--- config.mk ---
export PLATFORM = sky130hd
export DESIGN_NAME = axis_ascon_tag_gate_flat
export DESIGN_NICKNAME = d
export VERILOG_FILES = /design/src/rtl/axis_ascon_tag_gate_pkg.sv /design/src/rtl/axis_ascon_tag_gate_if.sv /design/src/rtl/axis_ascon_tag_gate_buf.sv /design/src/rtl/axis_ascon_tag_gate.sv /design/src/flat_wrapper.sv
export SDC_FILE = /design/constraint.sdc
export NUM_CORES = 2
export LEC_CHECK = 0
export BUFFER_PORTS_ARGS = -buffer_cell sky130_fd_sc_hd__buf_2
export CORE_MARGIN = 2
export CORE_UTILIZATION = 50
export DETAILED_ROUTE_END_ITERATION = 8
export PLACE_DENSITY = 0.7
export SLEW_MARGIN = 5
export SYNTH_ARGS = -nofsm -noshare
export SYNTH_HDL_FRONTEND = slang
export SYNTH_HIERARCHICAL = 1
export SYNTH_SLANG_ARGS = --single-unit
--- constraint.sdc ---
create_clock -name clk -period 13.6 [get_ports clk]
set_input_delay 1.36 -clock clk [delete_from_list [all_inputs] [get_ports clk]]
set_output_delay 1.36 -clock clk [all_outputs]
set_load 0.01 [all_outputs]
--- src/rtl/axis_ascon_tag_gate_pkg.sv ---
// Shared definitions for the Ascon tag gate: buffer entry layout,
// per-message status codes and the gate FSM state encoding.
package axis_ascon_tag_gate_pkg;

   localparam int data_w = 128;
   localparam int keep_w = 16;

   // One buffered plaintext beat, tlast kept in the MSB.
   typedef struct packed {
      logic              last;
      logic [data_w-1:0] data;
      logic [keep_w-1:0] keep;
   } entry_t;

   // Status word reported once per message.
   typedef enum logic [1:0] {
      code_ok       = 2'b00,
      code_tag_fail = 2'b01,
      code_overflow = 2'b10
   } status_e;

   // Gate sequencing.
   typedef enum logic [2:0] {
      state_fill     = 3'd0,
      state_drain    = 3'd1,
      state_wait_tag = 3'd2,
      state_release  = 3'd3,
      state_status   = 3'd4
   } state_e;

endpackage

--- src/rtl/axis_ascon_tag_gate_if.sv ---
// AXI-Stream plaintext channel (valid/ready/last/data/keep) used for both
// the gate's input from the decryptor and its released output.
interface axis_ascon_tag_gate_if;
   import axis_ascon_tag_gate_pkg::*;

   logic              tvalid;
   logic              tready;
   logic              tlast;
   logic [data_w-1:0] tdata;
   logic [keep_w-1:0] tkeep;

   modport master (output tvalid, output tlast, output tdata, output tkeep, input tready);
   modport slave  (input tvalid, input tlast, input tdata, input tkeep, output tready);

endinterface

--- src/rtl/axis_ascon_tag_gate_buf.sv ---
// Plaintext holding buffer: 2**aw entries, one write port, a combinational
// read head, and a synchronous clear used to discard a rejected message.
// almost_full tells the writer that the next accepted beat fills the buffer.
module ascon_gate_buf
   import axis_ascon_tag_gate_pkg::*;
#(
   parameter int aw = 4
) (
   input  logic   clk,
   input  logic   rst,
   input  logic   clr,
   input  logic   wr_en,
   input  entry_t wr_data,
   input  logic   rd_en,
   output entry_t rd_data,
   output logic   full,
   output logic   empty,
   output logic   almost_full
);

   localparam int depth = 1 << aw;

   entry_t        mem_r [depth];
   logic [aw:0]   wr_ptr_r;
   logic [aw:0]   rd_ptr_r;
   logic [aw:0]   level_s;

   // Pointer update; clear and reset both empty the buffer.
   always_ff @(posedge clk) begin
      if (rst || clr) begin
         wr_ptr_r <= '0;
         rd_ptr_r <= '0;
      end else begin
         if (wr_en && !full) begin
            wr_ptr_r <= wr_ptr_r + (aw+1)'(1);
         end
         if (rd_en && !empty) begin
            rd_ptr_r <= rd_ptr_r + (aw+1)'(1);
         end
      end
   end

   // Storage array write.
   always_ff @(posedge clk) begin
      if (wr_en && !full && !clr) begin
         mem_r[wr_ptr_r[aw-1:0]] <= wr_data;
      end
   end

   assign full        = (wr_ptr_r[aw] != rd_ptr_r[aw]) && (wr_ptr_r[aw-1:0] == rd_ptr_r[aw-1:0]);
   assign empty       = (wr_ptr_r == rd_ptr_r);
   assign level_s     = wr_ptr_r - rd_ptr_r;
   assign almost_full = (level_s == (aw+1)'(depth - 1));
   assign rd_data     = mem_r[rd_ptr_r[aw-1:0]];

endmodule

--- src/rtl/axis_ascon_tag_gate.sv ---
// Ascon tag gate: buffers decrypted plaintext until the tag comparison
// result arrives, releases it only when the tag difference is zero, and
// emits one status word per message so unauthenticated data never escapes.
module axis_ascon_tag_gate
   import axis_ascon_tag_gate_pkg::*;
#(
   parameter int buf_aw    = 4,
   parameter bit status_ok = 1'b1
) (
   input  logic                  clk,
   input  logic                  rst,
   axis_ascon_tag_gate_if.slave  s,
   input  logic                  s_tag_tvalid,
   output logic                  s_tag_tready,
   input  logic [data_w-1:0]     s_tag_tdata,
   axis_ascon_tag_gate_if.master m,
   output logic                  m_status_tvalid,
   input  logic                  m_status_tready,
   output logic [1:0]            m_status_tdata
);

   state_e  state_r, state_s;
   logic    ovf_r, ovf_s;
   status_e status_r, status_s;

   logic    s_ready_s, tag_ready_s, m_valid_s, st_valid_s;
   logic    wr_en_s, rd_en_s, clr_s;
   logic    buf_full_s, buf_empty_s, buf_afull_s;
   entry_t  wr_entry_s, head_s;

   assign wr_entry_s = '{last: s.tlast, data: s.tdata, keep: s.tkeep};

   ascon_gate_buf #(.aw(buf_aw)) u_buf (
      .clk         (clk),
      .rst         (rst),
      .clr         (clr_s),
      .wr_en       (wr_en_s),
      .wr_data     (wr_entry_s),
      .rd_en       (rd_en_s),
      .rd_data     (head_s),
      .full        (buf_full_s),
      .empty       (buf_empty_s),
      .almost_full (buf_afull_s)
   );

   // Next-state, buffer control and handshake decode for the gate FSM.
   always_comb begin
      state_s     = state_r;
      ovf_s       = ovf_r;
      status_s    = status_r;
      s_ready_s   = 1'b0;
      tag_ready_s = 1'b0;
      m_valid_s   = 1'b0;
      st_valid_s  = 1'b0;
      wr_en_s     = 1'b0;
      rd_en_s     = 1'b0;
      clr_s       = 1'b0;
      case (state_r)
         state_fill: begin
            s_ready_s = !buf_full_s && !rst;
            if (s.tvalid && s_ready_s) begin
               wr_en_s = 1'b1;
               if (s.tlast) begin
                  state_s = state_wait_tag;
               end else if (buf_afull_s) begin
                  // Buffer is full after this beat but the message goes on:
                  // flag overflow now so upstream never sees a ready gap.
                  ovf_s   = 1'b1;
                  state_s = state_drain;
               end else begin
                  state_s = state_fill;
               end
            end else if (buf_full_s) begin
               ovf_s   = 1'b1;
               state_s = state_drain;
            end else begin
               state_s = state_fill;
            end
         end
         state_drain: begin
            s_ready_s = !rst;
            if (s.tvalid && s_ready_s && s.tlast) begin
               state_s = state_wait_tag;
            end else begin
               state_s = state_drain;
            end
         end
         state_wait_tag: begin
            tag_ready_s = 1'b1;
            if (s_tag_tvalid) begin
               if (ovf_r) begin
                  status_s = code_overflow;
                  clr_s    = 1'b1;
                  state_s  = state_status;
               end else if (s_tag_tdata != '0) begin
                  status_s = code_tag_fail;
                  clr_s    = 1'b1;
                  state_s  = state_status;
               end else begin
                  state_s  = state_release;
               end
            end else begin
               state_s = state_wait_tag;
            end
         end
         state_release: begin
            m_valid_s = !buf_empty_s;
            if (m_valid_s && m.tready) begin
               rd_en_s = 1'b1;
               if (head_s.last) begin
                  if (status_ok) begin
                     status_s = code_ok;
                     state_s  = state_status;
                  end else begin
                     state_s  = state_fill;
                  end
               end else begin
                  state_s = state_release;
               end
            end else begin
               state_s = state_release;
            end
         end
         state_status: begin
            st_valid_s = 1'b1;
            if (m_status_tready) begin
               ovf_s   = 1'b0;
               state_s = state_fill;
            end else begin
               state_s = state_status;
            end
         end
         default: begin
            ovf_s   = 1'b0;
            state_s = state_fill;
         end
      endcase
   end

   // FSM state, overflow flag and status code registers.
   always_ff @(posedge clk) begin
      if (rst) begin
         state_r  <= state_fill;
         ovf_r    <= 1'b0;
         status_r <= code_ok;
      end else begin
         state_r  <= state_s;
         ovf_r    <= ovf_s;
         status_r <= status_s;
      end
   end

   assign s.tready        = s_ready_s;
   assign s_tag_tready    = tag_ready_s;
   assign m.tvalid        = m_valid_s;
   assign m.tlast         = head_s.last;
   assign m.tdata         = head_s.data;
   assign m.tkeep         = head_s.keep;
   assign m_status_tvalid = st_valid_s;
   assign m_status_tdata  = status_r;

endmodule
--- src/flat_wrapper.sv ---
// flat-port wrapper written by rule: the top's interface ports become plain ports
module axis_ascon_tag_gate_flat import axis_ascon_tag_gate_pkg::*;
#(
   parameter int buf_aw    = 4,
   parameter bit status_ok = 1'b1
)
  (clk, rst, s_tag_tvalid, s_tag_tready, s_tag_tdata, m_status_tvalid, m_status_tready, m_status_tdata, s_tvalid, s_tlast, s_tdata, s_tkeep, s_tready, m_tvalid, m_tlast, m_tdata, m_tkeep, m_tready);
  axis_ascon_tag_gate_if s_i ();
  axis_ascon_tag_gate_if m_i ();
  input  logic clk;
  input  logic rst;
  input  logic s_tag_tvalid;
  output logic s_tag_tready;
  input  logic [data_w-1:0] s_tag_tdata;
  output logic m_status_tvalid;
  input  logic m_status_tready;
  output logic [1:0] m_status_tdata;
  input wire logic [$bits(s_i.tvalid)-1:0] s_tvalid;
  input wire logic [$bits(s_i.tlast)-1:0] s_tlast;
  input wire logic [$bits(s_i.tdata)-1:0] s_tdata;
  input wire logic [$bits(s_i.tkeep)-1:0] s_tkeep;
  output wire logic [$bits(s_i.tready)-1:0] s_tready;
  output wire logic [$bits(m_i.tvalid)-1:0] m_tvalid;
  output wire logic [$bits(m_i.tlast)-1:0] m_tlast;
  output wire logic [$bits(m_i.tdata)-1:0] m_tdata;
  output wire logic [$bits(m_i.tkeep)-1:0] m_tkeep;
  input wire logic [$bits(m_i.tready)-1:0] m_tready;
  assign s_i.tvalid = s_tvalid;
  assign s_i.tlast = s_tlast;
  assign s_i.tdata = s_tdata;
  assign s_i.tkeep = s_tkeep;
  assign s_tready = s_i.tready;
  assign m_tvalid = m_i.tvalid;
  assign m_tlast = m_i.tlast;
  assign m_tdata = m_i.tdata;
  assign m_tkeep = m_i.tkeep;
  assign m_i.tready = m_tready;
  axis_ascon_tag_gate #(.buf_aw(buf_aw), .status_ok(status_ok)) u_core (.clk(clk), .rst(rst), .s(s_i), .s_tag_tvalid(s_tag_tvalid), .s_tag_tready(s_tag_tready), .s_tag_tdata(s_tag_tdata), .m(m_i), .m_status_tvalid(m_status_tvalid), .m_status_tready(m_status_tready), .m_status_tdata(m_status_tdata));
endmodule
==> results.cfg <==
[critical_path]
worst_setup_path_end_kind = register
crit_arrival_ns = 6.91
crit_required_ns = 14.05
worstReg2RegEnd = u_core/u_buf/mem_r[0][17]
ff2ff_setup_slack_ns = 7.36
cp-start-kind = input pin
cp_max_fo = 51
reg2reg_from = u_core/u_buf/wr_ptr_r[2]
critPathKind = in -> reg
reg2regPathDepth = 11

[route]
avgViaCountPerCell = 6.14
ant_nets = 0
route.detailed.drc = 0
avgRoutedWirePerCell_um = 30.5
drtPass1Iterations = 5
vias = 42300
routed_wl_um = 210000
drt_iter0_markers = 4039

[power]
total_power_w = 0.0143
ir_drop_mv = 0.129
powerDensity_mw_per_mm2 = 142
leakagePower_nw = 30.8

[die]
die-area_mm2 = 0.180
core_mm2 = 0.176
row_count = 154
die_w_um = 424
die_y_um = 424
ios = 430
start_util = 0.502

[sta]
clock_skew_ns = 0.0337
min_period_ns = 6.46
rsz0062_at_grt = no
hold_viol = 0
finalSetupTns_ns = 0
final.period_utilization = 0.475
setup_viol = 0
drv_slew = 0
relSlewSlack = 0.214
whs_ns = 0.537
tightest_slew_ns = 1.18
max_freq_ghz = 0.155

[hold_path]
min_path_type = reg -> reg
min_path_cells = 2
worstHoldStart = u_core/m_status_tdata[1]
worstHoldEndpoint = u_core/m_status_tdata[1]

[run]
cap_violations = 0

[logic_synthesis]
synth_cells = 3827
syn_nets = 4116
syn_area_per_cell_um2 = 23.1
synth_seq_cells = 2340
synth.distinct_cells = 54
ys_warn_count = 6
ys_seq_area_frac = 0.793
syn-cell-area_mm2 = 0.0883

[cts]
cts.sinks = 2340
root_buffer = clkbuf_16
cts_tree = built
clk_pin_slew_ns = 0.06
cts-resized-gates = 0
htreeDepth = 4
postCtsHoldBufs = 0
worstSkewPairLatency_ns = 0.84
cts_buffers = 221
cts_max_path_buffers = 3
post_cts_buffers = 0

[finish]
syn_to_final_growth_pct = 13.5
drive_gt1_frac = 0.309
fin_util = 0.570
nets = 4637
nFillCells = 12700

[placement]
dpl.hpwl_um = 112000
place_congestion = 0.910
port-buffer-count = 429

[status]
status = finished, final reports clean

[global_routing]
grt_pass1_vias = 43200
grt_max_degree = 137
grt_overflow = 0
track_usage = 0.234
grt_first_pass_wirelength_um = 304000
antenna_found_initial = 63
critical path, stage by stage:
cell and delay (ns):
buf_2 0.14, nor4_1 0.68, nand4_1 0.22, nor4_2 0.53, a31oi_2 0.24, a211oi_1 0.52, nand2_1 0.37, nor3_2 0.26
buf_4 0.74, buf_4 0.97, buf_4 0.70
power breakdown:
part	switching (W)	leakage, nW	internal, W	total, W
Combinational	0.000204	6.29	0.0000861	0.000290
Clock	0.00262	3.47	0.00339	0.00601
Sequential	0.00000923	21.1	0.00797	0.00798
stage by stage:
stage,std cells,cell area (um^2),setup WS [ns]
finish,6884,100000,7.14
global route,6877,100000,6.94
CTS,6873,100000,7.16
detailed placement,6465,93100,6.33
global placement,6465,93100,6.40
floorplan,3827,88300,0.225
routing by layer:
metal,global-route usage,routed length (um),share of wire
met1,0.325,84400,0.40
met2,0.386,106000,0.50
met3,0.0432,14500,0.069
met4,0.0592,5020,0.024
met5,0,291,0.0014
synthesized netlist by cell type (all sizes together):
library cell	count	share of area
and4	1	0.000099
xnor2	8	0.00079
or4	1	0.000085
edfxtp	2320	0.79
a41oi	1	0.000099
nor3b	1	0.000085
and3	4	0.00028
ha	9	0.0013
nor4b	2	0.00020
nand2	114	0.0048
and2	3	0.00021
o31a	1	0.000099
or2	6	0.00042
inv	11	0.00047
o211ai	2	0.00017
o32ai	1	0.000099
a211oi	4	0.00034
or4b	1	0.00011
and2b	1	0.000085
buf	147	0.011
nor3	8	0.00045
a21oi	6	0.00034
mux4	554	0.14
fa	1	0.00023
nand2b	8	0.00057
o21ai	20	0.0011
a31oi	3	0.00028
o31ai	1	0.000085
a22oi	165	0.014
dfxtp	20	0.0045
o22ai	112	0.0079
nand3	4	0.00023
nand4	23	0.0016
or3	2	0.00014
clkbuf	56	0.0024
nor2	89	0.0038
nor4	33	0.0026
xor2	3	0.00038
a32o	1	0.00011
mux2i	68	0.0077
nor2b	9	0.00064
nand3b	2	0.00017
a21o	1	0.000085
worst max path at each step:
stage                                       endpoint                startpoint  cells after the start  slack, ns
after floorplan             u_core/u_buf/mem_r[0][0]           s_tag_tdata[23]                      7       0.23
after global placement    u_core/u_buf/mem_r[0][111]           s_tag_tdata[50]                     11       6.40
after detailed placement    u_core/u_buf/mem_r[0][2]           s_tag_tdata[50]                     11       6.33
after CTS                                m_tdata[73]                  register                      7       7.16
after global routing        u_core/u_buf/mem_r[0][9]  u_core/u_buf/wr_ptr_r[3]                     11       6.94
final                      u_core/u_buf/mem_r[0][17]           s_tag_tdata[50]                     11       7.14
logic make-up after synthesis:
kind of cell    synth area share
fa+ha+maj                0.00150
simple gates              0.0166
mux                        0.149
flops                      0.793
buf+inv                   0.0136
compound gates            0.0248
xor+xnor                 0.00118
layout make-up:
| cell class | count | area [um^2] | share of cell area |
|---|---|---|---|
| Clock inverter | 150 | 1390 | 0.0139 |
| Multi-Input combinational cell | 1273 | 17200 | 0.172 |
| Clock buffer | 258 | 5730 | 0.0572 |
| Tap cell | 2340 | 2930 | 0.0292 |
| Inverter | 11 | 41.3 | 0.000412 |
| Antenna cell | 11 | 27.5 | 0.000275 |
| Sequential cell | 2340 | 70100 | 0.699 |
| Timing Repair Buffer | 501 | 2830 | 0.0282 |
placed cells by master, fill, tap and decap left out, types with 13 or more instances in the layout:
cell	instances
buf_2	429
mux4_2	554
clkinv_2	41
o22ai_1	112
clkbuf_16	224
mux2i_1	68
nor2_4	13
nand2_1	113
a22oi_1	165
edfxtp_1	2320
dfxtp_1	16
clkinv_1	68
nand4_1	23
clkbuf_1	34
buf_4	61
bufinv_16	20
nor2_1	75
o21ai_1	15
nor4_1	31
registers in the layout, indices dropped and copies added, names as in the netlist, named ones only:
| signal | count |
|---|---|
| u_core/ovf_r | 1 |
| u_core/u_buf/wr_ptr_r | 5 |
| u_core/u_buf/mem_r | 2320 |
| u_core/u_buf/rd_ptr_r | 5 |
| u_core/m_status_tdata | 2 |
| u_core/state_r | 3 |
Note: power is estimated with default switching activity, not from simulation.
